File: config.mk
export PLATFORM = sky130hd
export DESIGN_NAME = trap_seq_flat
export DESIGN_NICKNAME = d
export VERILOG_FILES = /design/src/rtl/trap_seq_if.sv /design/src/rtl/trap_seq.sv /design/src/flat_wrapper.sv
export SDC_FILE = /design/constraint.sdc
export NUM_CORES = 1
export LEC_CHECK = 0
export ABC_AREA = 1
export CORE_MARGIN = 5
export CORE_UTILIZATION = 39
export CTS_CLUSTER_DIAMETER = 40
export DETAILED_ROUTE_END_ITERATION = 12
export PLACE_DENSITY = 0.87
export SLEW_MARGIN = 30
export SYNTH_ARGS = -nofsm -noshare
export SYNTH_HDL_FRONTEND = slang
export SYNTH_SLANG_ARGS = --single-unit
File: constraint.sdc
create_clock -name cpu_clk -period 1.4 [get_ports cpu_clk]
set_input_delay 0.21 -clock cpu_clk [delete_from_list [all_inputs] [get_ports cpu_clk]]
set_output_delay 0.21 -clock cpu_clk [all_outputs]
set_load 0.03 [all_outputs]
File: src/rtl/trap_seq_if.sv
// rtl/trap_seq_if.sv - trap sequencer signal bundle; master drives requests, slave is the sequencer
interface trap_seq_if #(
    parameter int ADDR_WIDTH = 32
);
    logic                  exception_req;
    logic                  int_req;
    logic                  mret;
    logic [ADDR_WIDTH-1:0] vector_addr;
    logic [ADDR_WIDTH-1:0] mepc;
    logic                  pipe_idle;
    logic                  fetch_ack;
    logic                  stall;
    logic                  flush;
    logic                  trap_enter;
    logic                  trap_exit;
    logic                  redirect_valid;
    logic [ADDR_WIDTH-1:0] redirect_pc;
    logic                  drain_err;
    logic                  busy;
    logic [15:0]           lat_last;
    logic [15:0]           lat_max;

    modport master (
        output exception_req, int_req, mret, vector_addr, mepc, pipe_idle, fetch_ack,
        input  stall, flush, trap_enter, trap_exit, redirect_valid, redirect_pc,
               drain_err, busy, lat_last, lat_max
    );

    modport slave (
        input  exception_req, int_req, mret, vector_addr, mepc, pipe_idle, fetch_ack,
        output stall, flush, trap_enter, trap_exit, redirect_valid, redirect_pc,
               drain_err, busy, lat_last, lat_max
    );
endinterface

File: src/rtl/trap_seq.sv
// rtl/trap_seq.sv - trap entry/return sequencer: arbitrate, drain, commit, redirect fetch.
// Optional KRV_TRAP_LAT_CNT_EN adds request-to-ack latency counters (lat_last/lat_max).
module trap_seq #(
    parameter int ADDR_WIDTH    = 32,
    parameter int DRAIN_TIMEOUT = 64
) (
    input  logic      cpu_clk,
    input  logic      cpu_rst,
    trap_seq_if.slave bus
);
    localparam int CW = $clog2(DRAIN_TIMEOUT + 1);

    typedef enum logic [1:0] {IDLE, DRAIN, CAPTURE, REDIRECT} state_t;
    typedef enum logic [1:0] {EXC, INT, RET} kind_t;

    state_t                state, state_nxt;
    kind_t                 kind, kind_nxt;
    logic [CW-1:0]         drain_cnt, drain_cnt_nxt;
    logic [ADDR_WIDTH-1:0] pc_q, pc_nxt;
    logic                  flush_q, flush_nxt;
    logic                  enter_q, enter_nxt;
    logic                  exit_q, exit_nxt;
    logic                  drain_err_q, err_set;

    always_ff @(posedge cpu_clk) begin
        if (cpu_rst) begin
            state       <= IDLE;
            kind        <= EXC;
            drain_cnt   <= '0;
            pc_q        <= '0;
            flush_q     <= 1'b0;
            enter_q     <= 1'b0;
            exit_q      <= 1'b0;
            drain_err_q <= 1'b0;
        end else begin
            state       <= state_nxt;
            kind        <= kind_nxt;
            drain_cnt   <= drain_cnt_nxt;
            pc_q        <= pc_nxt;
            flush_q     <= flush_nxt;
            enter_q     <= enter_nxt;
            exit_q      <= exit_nxt;
            drain_err_q <= drain_err_q | err_set;
        end
    end

    always_comb begin
        state_nxt     = state;
        kind_nxt      = kind;
        drain_cnt_nxt = drain_cnt;
        pc_nxt        = pc_q;
        flush_nxt     = 1'b0;
        enter_nxt     = 1'b0;
        exit_nxt      = 1'b0;
        err_set       = 1'b0;
        case (state)
            IDLE: begin
                if (bus.exception_req || bus.int_req || bus.mret) begin
                    state_nxt     = DRAIN;
                    drain_cnt_nxt = '0;
                    flush_nxt     = 1'b1;
                    if (bus.exception_req)  kind_nxt = EXC;
                    else if (bus.int_req)   kind_nxt = INT;
                    else                    kind_nxt = RET;
                end
            end
            DRAIN: begin
                // An exception raised while draining for an interrupt takes over the trap.
                if (kind == INT && bus.exception_req) kind_nxt = EXC;
                if (bus.pipe_idle) begin
                    state_nxt = CAPTURE;
                end else if (drain_cnt == CW'(DRAIN_TIMEOUT - 1)) begin
                    state_nxt = CAPTURE;
                    err_set   = 1'b1;
                end else begin
                    drain_cnt_nxt = drain_cnt + CW'(1);
                end
                if (state_nxt == CAPTURE) begin
                    enter_nxt = (kind_nxt != RET);
                    exit_nxt  = (kind_nxt == RET);
                end
            end
            CAPTURE: begin
                pc_nxt    = (kind == RET) ? bus.mepc : bus.vector_addr;
                state_nxt = REDIRECT;
            end
            REDIRECT: begin
                if (bus.fetch_ack) state_nxt = IDLE;
            end
            default: state_nxt = IDLE;
        endcase
    end

    assign bus.busy           = (state != IDLE);
    assign bus.stall          = (state != IDLE);
    assign bus.redirect_valid = (state == REDIRECT);
    assign bus.redirect_pc    = pc_q;
    assign bus.flush          = flush_q;
    assign bus.trap_enter     = enter_q;
    assign bus.trap_exit      = exit_q;
    assign bus.drain_err      = drain_err_q;

`ifdef KRV_TRAP_LAT_CNT_EN
    logic [15:0] lat_cnt, lat_inc, lat_last_q, lat_max_q;

    assign lat_inc = (lat_cnt == 16'hFFFF) ? 16'hFFFF : lat_cnt + 16'd1;

    always_ff @(posedge cpu_clk) begin
        if (cpu_rst) begin
            lat_cnt    <= '0;
            lat_last_q <= '0;
            lat_max_q  <= '0;
        end else begin
            if (state == IDLE && state_nxt != IDLE) lat_cnt <= '0;
            else if (state != IDLE)                 lat_cnt <= lat_inc;
            if (state == REDIRECT && bus.fetch_ack) begin
                lat_last_q <= lat_inc;
                if (lat_inc > lat_max_q) lat_max_q <= lat_inc;
            end
        end
    end

    assign bus.lat_last = lat_last_q;
    assign bus.lat_max  = lat_max_q;
`else
    assign bus.lat_last = 16'd0;
    assign bus.lat_max  = 16'd0;
`endif
endmodule

File: src/flat_wrapper.sv
// flat-port wrapper written by rule: the top's interface ports become plain ports
module trap_seq_flat 
#(
    parameter int ADDR_WIDTH    = 32,
    parameter int DRAIN_TIMEOUT = 64
)
  (cpu_clk, cpu_rst, bus_exception_req, bus_int_req, bus_mret, bus_vector_addr, bus_mepc, bus_pipe_idle, bus_fetch_ack, bus_stall, bus_flush, bus_trap_enter, bus_trap_exit, bus_redirect_valid, bus_redirect_pc, bus_drain_err, bus_busy, bus_lat_last, bus_lat_max);
  trap_seq_if #(.ADDR_WIDTH(ADDR_WIDTH)) bus_i ();
  input  logic cpu_clk;
  input  logic cpu_rst;
  input wire logic [$bits(bus_i.exception_req)-1:0] bus_exception_req;
  input wire logic [$bits(bus_i.int_req)-1:0] bus_int_req;
  input wire logic [$bits(bus_i.mret)-1:0] bus_mret;
  input wire logic [$bits(bus_i.vector_addr)-1:0] bus_vector_addr;
  input wire logic [$bits(bus_i.mepc)-1:0] bus_mepc;
  input wire logic [$bits(bus_i.pipe_idle)-1:0] bus_pipe_idle;
  input wire logic [$bits(bus_i.fetch_ack)-1:0] bus_fetch_ack;
  output wire logic [$bits(bus_i.stall)-1:0] bus_stall;
  output wire logic [$bits(bus_i.flush)-1:0] bus_flush;
  output wire logic [$bits(bus_i.trap_enter)-1:0] bus_trap_enter;
  output wire logic [$bits(bus_i.trap_exit)-1:0] bus_trap_exit;
  output wire logic [$bits(bus_i.redirect_valid)-1:0] bus_redirect_valid;
  output wire logic [$bits(bus_i.redirect_pc)-1:0] bus_redirect_pc;
  output wire logic [$bits(bus_i.drain_err)-1:0] bus_drain_err;
  output wire logic [$bits(bus_i.busy)-1:0] bus_busy;
  output wire logic [$bits(bus_i.lat_last)-1:0] bus_lat_last;
  output wire logic [$bits(bus_i.lat_max)-1:0] bus_lat_max;
  assign bus_i.exception_req = bus_exception_req;
  assign bus_i.int_req = bus_int_req;
  assign bus_i.mret = bus_mret;
  assign bus_i.vector_addr = bus_vector_addr;
  assign bus_i.mepc = bus_mepc;
  assign bus_i.pipe_idle = bus_pipe_idle;
  assign bus_i.fetch_ack = bus_fetch_ack;
  assign bus_stall = bus_i.stall;
  assign bus_flush = bus_i.flush;
  assign bus_trap_enter = bus_i.trap_enter;
  assign bus_trap_exit = bus_i.trap_exit;
  assign bus_redirect_valid = bus_i.redirect_valid;
  assign bus_redirect_pc = bus_i.redirect_pc;
  assign bus_drain_err = bus_i.drain_err;
  assign bus_busy = bus_i.busy;
  assign bus_lat_last = bus_i.lat_last;
  assign bus_lat_max = bus_i.lat_max;
  trap_seq #(.ADDR_WIDTH(ADDR_WIDTH), .DRAIN_TIMEOUT(DRAIN_TIMEOUT)) u_core (.cpu_clk(cpu_clk), .cpu_rst(cpu_rst), .bus(bus_i));
endmodule
; After elaboration in Yosys (flattened, before gate mapping)
; Cells that the tools add are included.
; Widths: inputs -> output; s select.
[classes]
eq_ne = 13
n_mux = 21
n_reduce_logical = 11
bitwise = 4
n_addsub = 1
[ops]
columns = operator, count
row1 = $mux 32, 1
row2 = $mux 7, 3
row3 = $mux 2, 10
row4 = $pmux 7 s2, 1
row5 = $eq 2x2->1 const B, 5
row6 = $ne 2x2->1 const B, 4
row7 = $pmux 2 s4, 1
row8 = $add 7x1->7 const B, 1
row9 = $eq 7x6->1 const B, 1
row10 = $eq 2x1->1 const B, 2
row11 = $mux 1, 4
row12 = $pmux 2 s2, 1
row13 = $reduce_and 2->1, 2
row14 = $reduce_and 4->1, 1
row15 = $reduce_bool 2->1, 2
row16 = $not 1->1, 3
row17 = $reduce_or 3->1, 1
row18 = $logic_not 2->1, 1
row19 = $logic_or 1x1->1, 2
row20 = $ne 2x1->1 const B, 1
row21 = $reduce_or 2->1, 1
row22 = $logic_and 1x1->1, 1
row23 = $or 1x1->1, 1
[word_totals]
output_inout_bits = 71
in_bits = 71
elab_cells = 58
reg_bits = 47

; Longest topological paths before layout
[depth]
word_depth = 7
mapped_depth = 9
mapped_depth_nobuf = 9

; Worst setup path after synthesis
; No wires, ideal clock.
[synth_path]
path_type = reg2reg
start = register u_core.drain_cnt[0]
end = register u_core.drain_cnt[5]
stages_incl_launch_ff = 10
setup_ps = 67
period_less_slack_ps = 1306
required_time_ps = 1333
t_arrival_ps = 1239
slack_ps = 94
path_buffers = 0
cell_sequence = dfxtp_1 > ha_1 > nand2_1 > nor2_2 > nand2_1 > nand2_1 > nand2_2 > nand2_2 > nand2_1 > a21oi_2
[synth_between]
elab_chain_cells = 4
word_cells_on_any_way = 7
cone_classes = 1 x add/sub / 2 x eq/ne / 3 x mux / 1 x reduce/logical
[synth_lines]
columns = item, line_no
row1 = from (decl), trap_seq.sv:18  ; logic [CW-1:0] drain_cnt, drain_cnt_nxt;
row2 = from (signal assigned), trap_seq.sv:38  ; drain_cnt <= drain_cnt_nxt;
row3 = $add 7x1->7, trap_seq.sv:76  ; drain_cnt_nxt = drain_cnt + CW'(1);
row4 = $mux 7, trap_seq.sv:72  ; end else if (drain_cnt == CW'(DRAIN_TIMEOUT - 1)) begin
row5 = $mux 7, trap_seq.sv:70  ; if (bus.pipe_idle) begin
row6 = $pmux 7 s2, trap_seq.sv:56  ; case (state)
; Several ways; a longest one is shown, not always the timed one. The select of a mux whose other input is x is not followed.
; A chain may end at the register's enable or synchronous reset.

; Worst setup path in the final report
[layout_path]
start = register u_core.drain_cnt[0]
end = register u_core.drain_cnt[2]
; The elaborated chain is that of the path after synthesis.

==> flow_metrics.py <==
metrics = {
    "run_status": {
        "outcome": "complete, but fails checks",
        "violations": "setup timing",
    },
    "critical_path": {
        "rr_startpoint": "u_core.drain_cnt[0]$_SDFFE_PP0P_",
        "reg2reg_to": "u_core.drain_cnt[2]$_SDFFE_PP0P_",
        "rr_worst_depth": 9,
        "critical_path.most_common_cell": "nand2_1",
        "worstPathMaxFanout": 6,
        "worstPathCellList": "ha_4 -> nand2_1 -> nor2_2 -> nand2_1 -> nand2_2 -> nand2_4 -> nand2_4 -> nand2_1 -> a21oi_2",
        "slowest_delay_ns": 0.37,
        "start_kind": "flop",
        "timing.critical_path.arrival_ns": 1.68,
        "setup.worst_path.end_class": "flop",
        "worstPathRequired_ns": 1.64,
        "worst-setup-path-type": "reg2reg",
        "setup_slack_reg_to_reg_ns": -0.04,
        "slowest_stage": "dfxtp_2",
    },
    "sta": {
        "fmax_ghz": 0.696,
        "tns_ns": -0.0425,
        "timing.final.crit_share": 1.03,
        "fin_ws_ns": -0.0372,
        "timing_hold_violations_final": 0,
        "setup-violations-final": 2,
        "grt_setup_unrepaired": "true",
        "period_minus_slack_ns": 1.44,
        "finalHoldWorstSlack_ns": 0.494,
        "max_slew_vio_count": 0,
        "final.setup_skew_ns": 0.0146,
    },
    "grt": {
        "globalRouteTotalUtil": 0.171,
        "grt_antenna_before_repair": 0,
        "globalRoute.totalOverflow": 0,
        "grt_first_pass_wirelength_um": 11700,
        "number_of_global_route_vias_before_repair": 2545,
        "grt_start_max_net_pins": 35,
    },
    "cells_and_area": {
        "finish.utilization": 0.588,
        "design.final.nets": 542,
        "diodes": 0,
        "area.growth.synth_to_final_pct": 48.2,
        "design_area_um2": 3710,
        "final_layout_size_suffix_gt1_frac": 0.104,
    },
    "cts": {
        "clock_tree.buffer_depth": 2,
        "tritoncts.num_buffers": 5,
        "tritoncts_clock_tree": "built",
        "clock_slew_at_the_register_clock_pins_of_the_worst_setup_and_hold_paths_ns": 0.10,
        "clk-insertion-delay-late_ns": 0.30,
        "cts.sink_count": 47,
        "clock_tree.htree_level_count": 2,
        "clockRootBuffer": "clkbuf_8",
    },
    "floorplan": {
        "die_area_um2": 8130,
        "placementRows": 29,
        "die-height_um": 90.1,
        "num_io_pins": 142,
        "initial_utilization": 0.397,
        "core_region_area_um2": 6310,
        "die_width_um": 90.1,
    },
    "hold_path": {
        "hold_start": "u_core.drain_cnt[6]$_SDFFE_PP0P_",
        "worst_hold_path.num_cells": 2,
        "whs_endpoint": "u_core.drain_cnt[6]$_SDFFE_PP0P_",
        "holdCritPathClass": "reg2reg",
    },
    "job": {
        "drv_cap": 0,
    },
    "detailed_routing": {
        "drt_first_pass_iters": 4,
        "via_per_inst": 4.76,
        "drt.antenna.violating_nets": 0,
        "drcViolationCount": 0,
        "first_iter_violations": 106,
        "num_vias": 2606,
        "drt_wl_total_um": 7280,
        "post_drt_wl_per_cell_um": 13.3,
    },
    "place": {
        "hpwl_um": 5450,
        "preCtsSetupSlack_ns": -0.114,
        "placed_cell_area_um2": 3600,
        "place_congestion": 0.884,
        "count_of_port_buffers_added_during_placement": 109,
    },
    "logic_synthesis": {
        "synth_sequential_area_ratio": 0.376,
        "count_of_warnings_emitted_by_yosys": 0,
        "synth_cell_area_um2": 2500,
        "cell_type_with_the_highest_aggregate_area_in_the_netlist": "dfxtp_1",
        "post-synth-top-area-fraction": 0.376,
        "number_of_distinct_library_cell_variants_in_the_gate_level_netlist_after_synthesis": 24,
        "ys_top_cells_by_area": "dfxtp_1 (38%), nand2_1 (14%), buf_4 (11%)",
        "syn-instance-count": 354,
        "average_size_of_a_mapped_cell_um2": 7.08,
        "synth.ff_latch_count": 47,
    },
    "power": {
        "power.leakage_nw": 1.89,
        "p_per_area_nw_per_um2": 894,
        "ir_drop_v": 0.000553,
    },
}
[stage by stage]
stage,power [mW],instances
3_5_place_dp,2.53,538
2_1_floorplan,2.14,385
3_3_place_gp,2.50,538
4_1_cts,3.33,547
6_report,3.32,548
5_1_grt,3.50,548
[critical path, delay by kind of cell, from the launching register on]
family | cells | cell delay (ns)
AOI/OAI and AO/OA | 1 | 0.15
adders and majority gates | 1 | 0.14
DFF | 1 | 0.37
and+or+nand+nor | 7 | 0.71
[routing by layer]
metal | wire (um) | GRT usage | vias up
met1 | 2800 | 0.186 | 1174
met2 | 3650 | 0.308 | 118
met5 | 0 | 0 | -
li1 | - | - | 1300
met4 | 144 | 0.0620 | 0
met3 | 681 | 0.0526 | 14
[Yosys cell counts]
cell type,number
a21oi_1,3
a21oi_2,2
a31oi_1,2
buf_2,7
buf_4,36
buf_6,3
clkbuf_1,4
conb_1,1
dfxtp_1,47
ha_1,1
inv_1,45
inv_2,3
nand2_1,93
nand2_2,3
nand3_1,40
nand4_1,2
nor2_1,16
nor2_2,3
nor3b_1,1
o2111a_1,1
o211ai_1,32
o21a_1,1
o21ai_0,7
o21bai_1,1
[what timing repair did]
item	CTS	global route
buffers inserted	1	1
hold buffers	0	0
setup endpoints to repair	42	42
pin swaps	3	6
gates resized for setup	42	10
[worst max-delay path by stage]
stage                                                 from                               end  cells after the start
after floorplan           u_core.drain_cnt[0]$_SDFFE_PP0P_  u_core.drain_cnt[5]$_SDFFE_PP0P_                      9
after global placement                   bus_exception_req  u_core.drain_cnt[5]$_SDFFE_PP0P_                      8
after detailed placement                 bus_exception_req  u_core.drain_cnt[5]$_SDFFE_PP0P_                      8
after CTS                     u_core.state[0]$_SDFFE_PP0P_                          bus_busy                      3
after global routing      u_core.drain_cnt[0]$_SDFFE_PP0P_  u_core.drain_cnt[2]$_SDFFE_PP0P_                      9
final                     u_core.drain_cnt[0]$_SDFFE_PP0P_  u_core.drain_cnt[2]$_SDFFE_PP0P_                      9
[state kept, by name (all words and copies together), names as in the netlist, named ones only]
name                    flops
u_core.drain_cnt            7
u_core.bus.trap_enter       1
u_core.bus.drain_err        1
u_core.state                1
u_core.kind                 2
u_core.bus.redirect_pc     32
u_core.bus.flush            1
u_core.bus.trap_exit        1
[report_power, final]
group / leakage, nW / total (mW) / internal [mW] / switching (mW)
sequential: 0.384 / 1.48 / 1.43 / 0.0523
combinational: 1.47 / 1.00 / 0.407 / 0.594
clock: 0.0418 / 0.839 / 0.360 / 0.480
[logic make-up after synthesis]
logic type,Yosys count,share of synthesized area
fa+ha+maj,1,0.00499
simple gates,158,0.266
compound gates,49,0.138
buf+inv,98,0.213
other cells,1,0.00150
flops,47,0.376
[final cells by class]
class,instances,area [um2]
clock buffer,6,72.6
multi-input combinational,240,1190
fill,585,2600
clock inverter,2,16.3
timing repair buffer,128,1210
inverter,48,183
sequential,47,945
tap,77,96.3
[cell usage in the layout (no fill, tap or decap), drive strengths merged]
master / n
clkbuf: 6
o21bai: 1
a21oi: 5
nor2: 19
o2111a: 1
conb: 32
ha: 1
nand3: 40
o21ai: 7
nand4: 2
dfxtp: 47
clkdlybuf4s50: 70
dlygate4sd2: 36
buf: 22
nand2: 96
a31oi: 2
o21a: 1
o211ai: 32
clkinvlp: 1
nor3b: 1
inv: 49
Power figures use the tool's default switching activity.
